==> src/rtl/breakout_video_pkg.sv <==
// Shared types and default raster timing for the Breakout video chain.
package breakout_video_pkg;

  localparam int CNT_W = 9;

  // Default raster: 454 pixel clocks per line, 262 lines per frame.
  localparam int DEF_H_TOTAL      = 454;
  localparam int DEF_HBLANK_START = 374;
  localparam int DEF_HSYNC_START  = 390;
  localparam int DEF_HSYNC_END    = 421;
  localparam int DEF_V_TOTAL      = 262;
  localparam int DEF_VBLANK_START = 240;
  localparam int DEF_VSYNC_START  = 248;
  localparam int DEF_VSYNC_END    = 251;

  typedef logic [CNT_W-1:0] cnt_t;

  // Inclusive range test used by the sync decoders.
  function automatic logic in_range(input cnt_t val, input cnt_t lo, input cnt_t hi);
    return (val >= lo) && (val <= hi);
  endfunction

endpackage

==> src/rtl/mod_counter.sv <==
// Modulo-N counter with increment enable, a look-ahead next value and a wrap carry.
module mod_counter
  import breakout_video_pkg::*;
#(
  parameter int MODULUS = DEF_H_TOTAL
) (
  input  logic             i_clk,
  input  logic             i_reset,
  input  logic             i_inc,
  output logic [CNT_W-1:0] o_count,
  output logic [CNT_W-1:0] o_count_next,
  output logic             o_carry
);

  localparam cnt_t LAST = cnt_t'(MODULUS - 1);

  cnt_t r_count;
  cnt_t w_count_next;
  logic w_at_last;

  // ">=" rather than "==" so an out-of-range value wraps to 0 on the next step.
  assign w_at_last = (r_count >= LAST);
  assign o_carry   = i_inc & w_at_last;

  // Next count: hold, step, or wrap to zero.
  always_comb begin
    // NOTE: assign a default first so every path drives the signal; a missing branch would infer a latch.
    w_count_next = r_count;
    if (i_inc) begin
      if (w_at_last) begin
        w_count_next = '0;
      end else begin
        w_count_next = r_count + cnt_t'(1);
      end
    end
  end

  // Count register; reset wins over increment.
  always_ff @(posedge i_clk) begin
    // NOTE: state is updated with non-blocking assignments so every flop samples pre-edge values.
    if (i_reset) begin
      r_count <= '0;
    end else begin
      r_count <= w_count_next;
    end
  end

  assign o_count      = r_count;
  assign o_count_next = w_count_next;

endmodule

==> src/rtl/video_sync_gen.sv <==
// Master H/V timing generator: free-running counters plus registered sync, blank
// and frame-start outputs that line up with the counters they describe.
module video_sync_gen
  import breakout_video_pkg::*;
#(
  parameter int H_TOTAL      = DEF_H_TOTAL,
  parameter int HBLANK_START = DEF_HBLANK_START,
  parameter int HSYNC_START  = DEF_HSYNC_START,
  parameter int HSYNC_END    = DEF_HSYNC_END,
  parameter int V_TOTAL      = DEF_V_TOTAL,
  parameter int VBLANK_START = DEF_VBLANK_START,
  parameter int VSYNC_START  = DEF_VSYNC_START,
  parameter int VSYNC_END    = DEF_VSYNC_END
) (
  input  logic             i_clk,
  input  logic             i_reset,
  input  logic             i_clk_en,
  output logic [CNT_W-1:0] o_hcnt,
  output logic [CNT_W-1:0] o_vcnt,
  output logic             o_hsync_n,
  output logic             o_vsync_n,
  output logic             o_hblank,
  output logic             o_vblank,
  output logic             o_frame_start
);

  // Timing parameters must fit the 9-bit counters and be correctly ordered.
  if (H_TOTAL > (1 << CNT_W) || V_TOTAL > (1 << CNT_W)) begin : g_bad_total
    $error("video_sync_gen: H_TOTAL and V_TOTAL must not exceed %0d", 1 << CNT_W);
  end
  if (!(HBLANK_START < HSYNC_START && HSYNC_START <= HSYNC_END && HSYNC_END < H_TOTAL)) begin : g_bad_h
    $error("video_sync_gen: need HBLANK_START < HSYNC_START <= HSYNC_END < H_TOTAL");
  end
  if (!(VBLANK_START < VSYNC_START && VSYNC_START <= VSYNC_END && VSYNC_END < V_TOTAL)) begin : g_bad_v
    $error("video_sync_gen: need VBLANK_START < VSYNC_START <= VSYNC_END < V_TOTAL");
  end

  localparam cnt_t HB_LO = cnt_t'(HBLANK_START);
  localparam cnt_t HS_LO = cnt_t'(HSYNC_START);
  localparam cnt_t HS_HI = cnt_t'(HSYNC_END);
  localparam cnt_t VB_LO = cnt_t'(VBLANK_START);
  localparam cnt_t VS_LO = cnt_t'(VSYNC_START);
  localparam cnt_t VS_HI = cnt_t'(VSYNC_END);

  cnt_t w_h_cnt;
  cnt_t w_h_next;
  logic w_h_carry;
  cnt_t w_v_cnt;
  cnt_t w_v_next;
  logic w_v_carry;
  logic w_v_inc;

  logic r_hsync_n;
  logic r_vsync_n;
  logic r_hblank;
  logic r_vblank;
  logic r_frame_start;

  // Lines advance only on the enabled edge that ends a line.
  assign w_v_inc = i_clk_en & w_h_carry;

  mod_counter #(
    .MODULUS (H_TOTAL)
  ) u_h_cnt (
    .i_clk        (i_clk),
    .i_reset      (i_reset),
    .i_inc        (i_clk_en),
    .o_count      (w_h_cnt),
    .o_count_next (w_h_next),
    .o_carry      (w_h_carry)
  );

  mod_counter #(
    .MODULUS (V_TOTAL)
  ) u_v_cnt (
    .i_clk        (i_clk),
    .i_reset      (i_reset),
    .i_inc        (w_v_inc),
    .o_count      (w_v_cnt),
    .o_count_next (w_v_next),
    .o_carry      (w_v_carry)
  );

  // Decode the upcoming count and register it with the counters, so sync and
  // blank change in the same cycle as the count they belong to.
  always_ff @(posedge i_clk) begin
    if (i_reset) begin
      r_hsync_n     <= 1'b1;
      r_vsync_n     <= 1'b1;
      r_hblank      <= 1'b0;
      r_vblank      <= 1'b0;
      r_frame_start <= 1'b1;
    end else if (i_clk_en) begin
      r_hsync_n     <= ~in_range(w_h_next, HS_LO, HS_HI);
      r_vsync_n     <= ~in_range(w_v_next, VS_LO, VS_HI);
      r_hblank      <= (w_h_next >= HB_LO);
      r_vblank      <= (w_v_next >= VB_LO);
      // On an enabled edge the next count is (0,0) exactly when the frame wraps.
      r_frame_start <= w_v_carry;
    end
  end

  assign o_hcnt        = w_h_cnt;
  assign o_vcnt        = w_v_cnt;
  assign o_hsync_n     = r_hsync_n;
  assign o_vsync_n     = r_vsync_n;
  assign o_hblank      = r_hblank;
  assign o_vblank      = r_vblank;
  assign o_frame_start = r_frame_start;

endmodule
==> config.mk <==
export PLATFORM = sky130hd
export DESIGN_NAME = video_sync_gen
export DESIGN_NICKNAME = d
export VERILOG_FILES = /design/src/rtl/breakout_video_pkg.sv /design/src/rtl/mod_counter.sv /design/src/rtl/video_sync_gen.sv
export SDC_FILE = /design/constraint.sdc
export NUM_CORES = 1
export LEC_CHECK = 0
export ABC_AREA = 1
export CORE_MARGIN = 3
export CORE_UTILIZATION = 40
export CTS_CLUSTER_SIZE = 40
export DETAILED_ROUTE_END_ITERATION = 7
export HOLD_SLACK_MARGIN = 0.06
export SLEW_MARGIN = 40
export SYNTH_ARGS = -nofsm -noshare
export SYNTH_HDL_FRONTEND = slang
export SYNTH_SLANG_ARGS = --single-unit
export TNS_END_PERCENT = 30
==> constraint.sdc <==
create_clock -name i_clk -period 1.68 [get_ports i_clk]
set_input_delay 0.168 -clock i_clk [delete_from_list [all_inputs] [get_ports i_clk]]
set_output_delay 0.168 -clock i_clk [all_outputs]
set_load 0.01 [all_outputs]
### Word level (Yosys, flattened, before mapping)

Cells that the tools add are included.

* flip-flop bits (word level): 23
* output and inout port bits: 23
* word-level logic and storage cells: 28

* muxes and demuxes: 4
* add/subtract/negate cells: 2
* reduce and logical (&&, ||, !) cells: 2
* bitwise operators: 5
* $lt $le $gt $ge: 8

Operator list (count)
* >= comparator 9 bit (second input constant): 4
* 2-to-1 mux 9 bit: 4
* adder 9 x 1 -> 9 bit (second input constant): 2
* >= comparator 9 x 8 -> 1 bit (second input constant): 2
* less-or-equal comparator 9 x 8 -> 1 bit (second input constant): 1
* less-or-equal comparator 9 bit (second input constant): 1
* AND 1 bit: 3
* logical AND 1 bit: 2
* NOT 1 bit: 2

### Depth between registers and ports, before layout

* word-level depth: 7
* mapped depth: 15
* gate-level depth less buffers: 14

### Modules after synthesis

A second synthesis with hierarchy kept.

* cell total of the unflattened synthesis: 238
* area total of the unflattened synthesis: 1425.1 um^2

Modules (own cells, without submodules)
* mod_counter (u_v_cnt): cells an instance 101, times used 1, area an instance 588.1 um^2
* mod_counter (u_h_cnt): cells an instance 93, times used 1, area an instance 565.5 um^2
* video_sync_gen: cells an instance 44, times used 1, area an instance 271.5 um^2

### Worst setup path before layout

No wires, ideal clock.

* path kind: reg-to-reg
* start point: register u_h_cnt.r_count[1] (netlist: u_h_cnt.o_count[1])
* end point: register r_hsync_n (netlist: o_hsync_n)
* stages on the path, launching flop included: 16
* slack: 59 ps
* buffers on the path: 1
* arrival: 1512 ps
* library setup time: 109 ps
* cells stage by stage: dfxtp_1 -> inv_1 -> ha_1 -> inv_1 -> nand2_1 -> nand2_1 -> nand2_4 -> nand2_8 -> buf_12 -> nand2_4 -> nor2_2 -> nand2_1 -> nor2_2 -> nand4_1 -> nand2_1 -> inv_1

* cells in the longest elaborated chain, start to end: 6

Ends and longest elaborated chain
* start: declaration: line mod_counter.sv:17 `cnt_t r_count;`
* start signal: assignment: line mod_counter.sv:44 `r_count <= w_count_next;`
* adder 9 x 1 -> 9 bit / >= comparator 9 bit (equally long branches): line mod_counter.sv:33, mod_counter.sv:22
* 2-to-1 mux 9 bit: line mod_counter.sv:30 `if (w_at_last) begin`
* 2-to-1 mux 9 bit (*): line mod_counter.sv:29 `if (i_inc) begin`
* >= comparator 9 bit / less-or-equal comparator 9 bit (equally long branches): line breakout_video_pkg.sv:20 `return (val >= lo) && (val <= hi);`
* logical AND 1 bit (*): line breakout_video_pkg.sv:20
* NOT 1 bit (*): line video_sync_gen.sv:94 `r_hsync_n <= ~in_range(w_h_next, HS_LO, HS_HI);`
* end signal: assignment: line video_sync_gen.sv:94
* end: declaration: line video_sync_gen.sv:53 `logic r_hsync_n;`

Mark *: on every way between the ends. The rest lies on a longest branch, timed or not.
A chain may end at the register's enable or synchronous reset.

### Worst setup path in the final report

* start point: register u_h_cnt.r_count[0] (netlist: u_h_cnt.o_count[0])
* end point: register r_hsync_n (netlist: o_hsync_n)

The elaborated chain is that of the path after synthesis.

==> results.json <==
{
  "status": "completed",
  "core_sq_um": 3390,
  "fmax_mhz": 616,
  "final_layout_size_suffix_gt1_share_pct": 29.9,
  "cp.required_ns": 1.92,
  "wirelength_um": 3670,
  "ys_top_cells_by_area": "dfxtp_1 (32%), nand2_1 (14%), nor2_1 (11%)",
  "synth.top_cell.area_share_pct": 32.0,
  "slew_headroom_pct": 82.3,
  "ff2ff_path_depth": 12,
  "synthDistinctLibCells": 26,
  "synthArstFlopShare_pct": 0,
  "insertion_delay_ns": 0.32,
  "end_kind": "flip-flop",
  "path_clk_slew_ns": 0.13,
  "crit_fanout": 8,
  "grt.overflow.total": 0,
  "routed_via_density": 4.64,
  "ys_ff_latch": 23,
  "synth_top_cell_by_area": "dfxtp_1",
  "critPathKind": "flip-flop to flip-flop",
  "reg2reg_slack_ns": 0.06,
  "initial_core_util_pct": 42.5,
  "synth_adder_area_share_pct": 3.48,
  "syn_inst": 220,
  "arrival_ns": 1.86,
  "std_cell_rows": 21,
  "fin_crit_ns": 1.62,
  "setup_viol": 0,
  "final_area_sq_um": 2090,
  "whs_path_depth": 2,
  "final-max-slew-violation-count": 0,
  "worstReg2RegStart": "u_h_cnt.o_count[0]$_SDFF_PP0_",
  "multi_input_area_sq_um": 871,
  "first_iter_violations": 62,
  "die_x_um": 66.0,
  "area_growth_pct": 45.0,
  "hold_path_end": "o_frame_start$_SDFFE_PP1P_",
  "p_per_area_nw_per_um2": 457,
  "rsz0062_at_grt": "true",
  "worst_pin_slew_ns": 0.264,
  "worst_slack_ns": 0.0554,
  "ir_drop_mv": 0.287,
  "num-fill-cells": 316,
  "grt_pass1_wl_um": 6150,
  "pre_cts_slack_ns": -0.225,
  "grt_max_degree": 13,
  "grt_use_total_pct": 18.3,
  "wl_per_cell_um": 11.2,
  "synthXorXnorAreaFrac_pct": 2.43,
  "hold_class": "flip-flop to flip-flop",
  "clock_skew_ns": 0.00310,
  "finalSetupTns_ns": 0,
  "grt_pass1_vias": 1395,
  "clock_path_buffers": 2,
  "yosysWarnings": 0,
  "ant_nets": 0,
  "fin_crit_sh_pct": 96.7,
  "drc": 0,
  "seq_area_sq_um": 474,
  "p_leak_nw": 0.932,
  "synth-edff-count": 0,
  "synthSimpleGateAreaFrac_pct": 46.6,
  "clockRootBuffer": "clkbuf_4",
  "cts_buffers": 3,
  "firstDrtPassIters": 4,
  "cap_violations": 0,
  "yosysMostFrequentCell": "nand2_1",
  "synth_area_sq_um": 1440,
  "cts_tree": "done",
  "dieHeight_um": 66.0,
  "yosysSeqAreaShare_pct": 32.0,
  "cts.sinks": 23,
  "postSynthAreaPerCell_sq_um": 6.54,
  "synth_compound_area_share_pct": 3.48,
  "synth_top_family_by_area": "simple AND/OR/NAND/NOR gates",
  "finalHoldViolCount": 0,
  "antenna_found_initial": 0,
  "r2r_end": "o_hsync_n$_SDFFE_PP1P_",
  "place.port_buffers": 25,
  "synth.top_cells.by_count": "nand2_1 (55), nor2_1 (44), inv_1 (30), dfxtp_1 (23), nand3_1 (18)",
  "critPathLaunchType": "flip-flop",
  "synthMuxAreaShare_pct": 0,
  "htree_num_levels": 1,
  "vias": 1518,
  "min-delay-start": "o_frame_start$_SDFFE_PP1P_",
  "synthesis.nets": 227,
  "dp_hpwl_um": 2810,
  "synth_top_flop_cell": "dfxtp_1",
  "finalNetCount": 289,
  "gp_congestion": 0.862,
  "diodes": 0,
  "io_pins": 26,
  "place_area_sq_um": 1930,
  "dieArea_sq_um": 4350
}
## worst max-delay path by stage
stage,start,endpoint,slack (ns),cells after the start
3_3_place_gp,i_clk_en,o_hsync_n$_SDFFE_PP1P_,-0.17,10
6_report,u_h_cnt.o_count[0]$_SDFF_PP0_,o_hsync_n$_SDFFE_PP1P_,0.06,12
5_1_grt,u_h_cnt.o_count[1]$_SDFF_PP0_,o_hsync_n$_SDFFE_PP1P_,-0.1,13
2_1_floorplan,u_h_cnt.o_count[1]$_SDFF_PP0_,o_hsync_n$_SDFFE_PP1P_,0.06,15
4_1_cts,u_h_cnt.o_count[0]$_SDFF_PP0_,o_hsync_n$_SDFFE_PP1P_,-0.008,13
3_5_place_dp,i_clk_en,o_vsync_n$_SDFFE_PP1P_,-0.23,9
## metrics by stage
stage | util [%] | std cells | hold WS [ns] | power (W)
after detailed placement | 57.0 | 318 | 0.447 | 0.000685
after CTS | 58.4 | 324 | 0.471 | 0.000960
final | 61.5 | 327 | 0.466 | 0.000953
after global placement | 57.0 | 318 | 0.444 | 0.000686
after floorplan | - | 220 | 0.410 | 0.000626
after global routing | 61.5 | 327 | 0.480 | 0.000996
## timing repair
| item | CTS | global route |
|---|---|---|
| pin swaps | 1 | 15 |
| hold buffers | 0 | 0 |
| endpoints found under the setup margin | 2 | 11 |
| setup buffers | 2 | 3 |
| resized for setup | 3 | 33 |
## area by class of cell
type | instances | area share [%]
sequential | 23 | 22.7
multi-input combinational | 160 | 41.8
tap | 46 | 2.76
timing repair buffer | 61 | 25.3
clock buffer | 4 | 1.26
inverter | 33 | 6.18
## critical path, stage by stage, from the launching register on
cell and delay, ns:
dfxtp_4 0.38, ha_1 0.19, inv_1 0.05, nand2_1 0.06, nand2_2 0.08, nand2_4 0.09
nand2_8 0.11, buf_6 0.13, nand3_2 0.10, nand4_1 0.13, nand4_1 0.11, nand2_1 0.08
inv_1 0.04
## power by group
| part | total [W] | internal [W] | switching, W |
|---|---|---|---|
| registers | 0.000559 | 0.000552 | 0.00000631 |
| clock network | 0.000272 | 0.0000929 | 0.000179 |
| logic | 0.000122 | 0.0000631 | 0.0000593 |
## sequential cells by signal (all words and copies together), names as in the netlist
name	cells
o_hblank	1
o_frame_start	1
o_vblank	1
o_hsync_n	1
u_v_cnt.o_count	9
u_h_cnt.o_count	9
o_vsync_n	1
## metal layers
layer	up-vias	global-route usage (%)	share of wire [%]
li1	818	-	-
met1	667	26.4	51
met2	29	27.2	44
met4	0	6.85	1.3
met5	-	0	0
met3	4	2.72	3.7
## cells by family (layout without fill, tap and decap cells)
| logic type | Yosys count | after routing |
|---|---|---|
| buffers and inverters | 37 | 98 |
| XOR/XNOR | 4 | 4 |
| adder cells (fa/ha/maj) | 4 | 4 |
| flip-flops | 23 | 23 |
| AND/OR/NAND/NOR | 144 | 144 |
| AO/OA/AOI/OAI | 8 | 8 |
## cells in the final DEF, fill, tap and decap left out, drive strengths merged
| cell | instances |
|---|---|
| dfxtp | 23 |
| nand3 | 20 |
| a211oi | 1 |
| clkdlybuf4s50 | 25 |
| nand2 | 58 |
| a21oi | 1 |
| o21ai | 5 |
| xor2 | 3 |
| clkbuf | 4 |
| nor2 | 48 |
| inv | 33 |
| buf | 36 |
| nand4 | 11 |
| xnor2 | 1 |
| nor3 | 6 |
| or2 | 1 |
| ha | 4 |
| o21bai | 1 |
(Power assumes the default switching activity.)
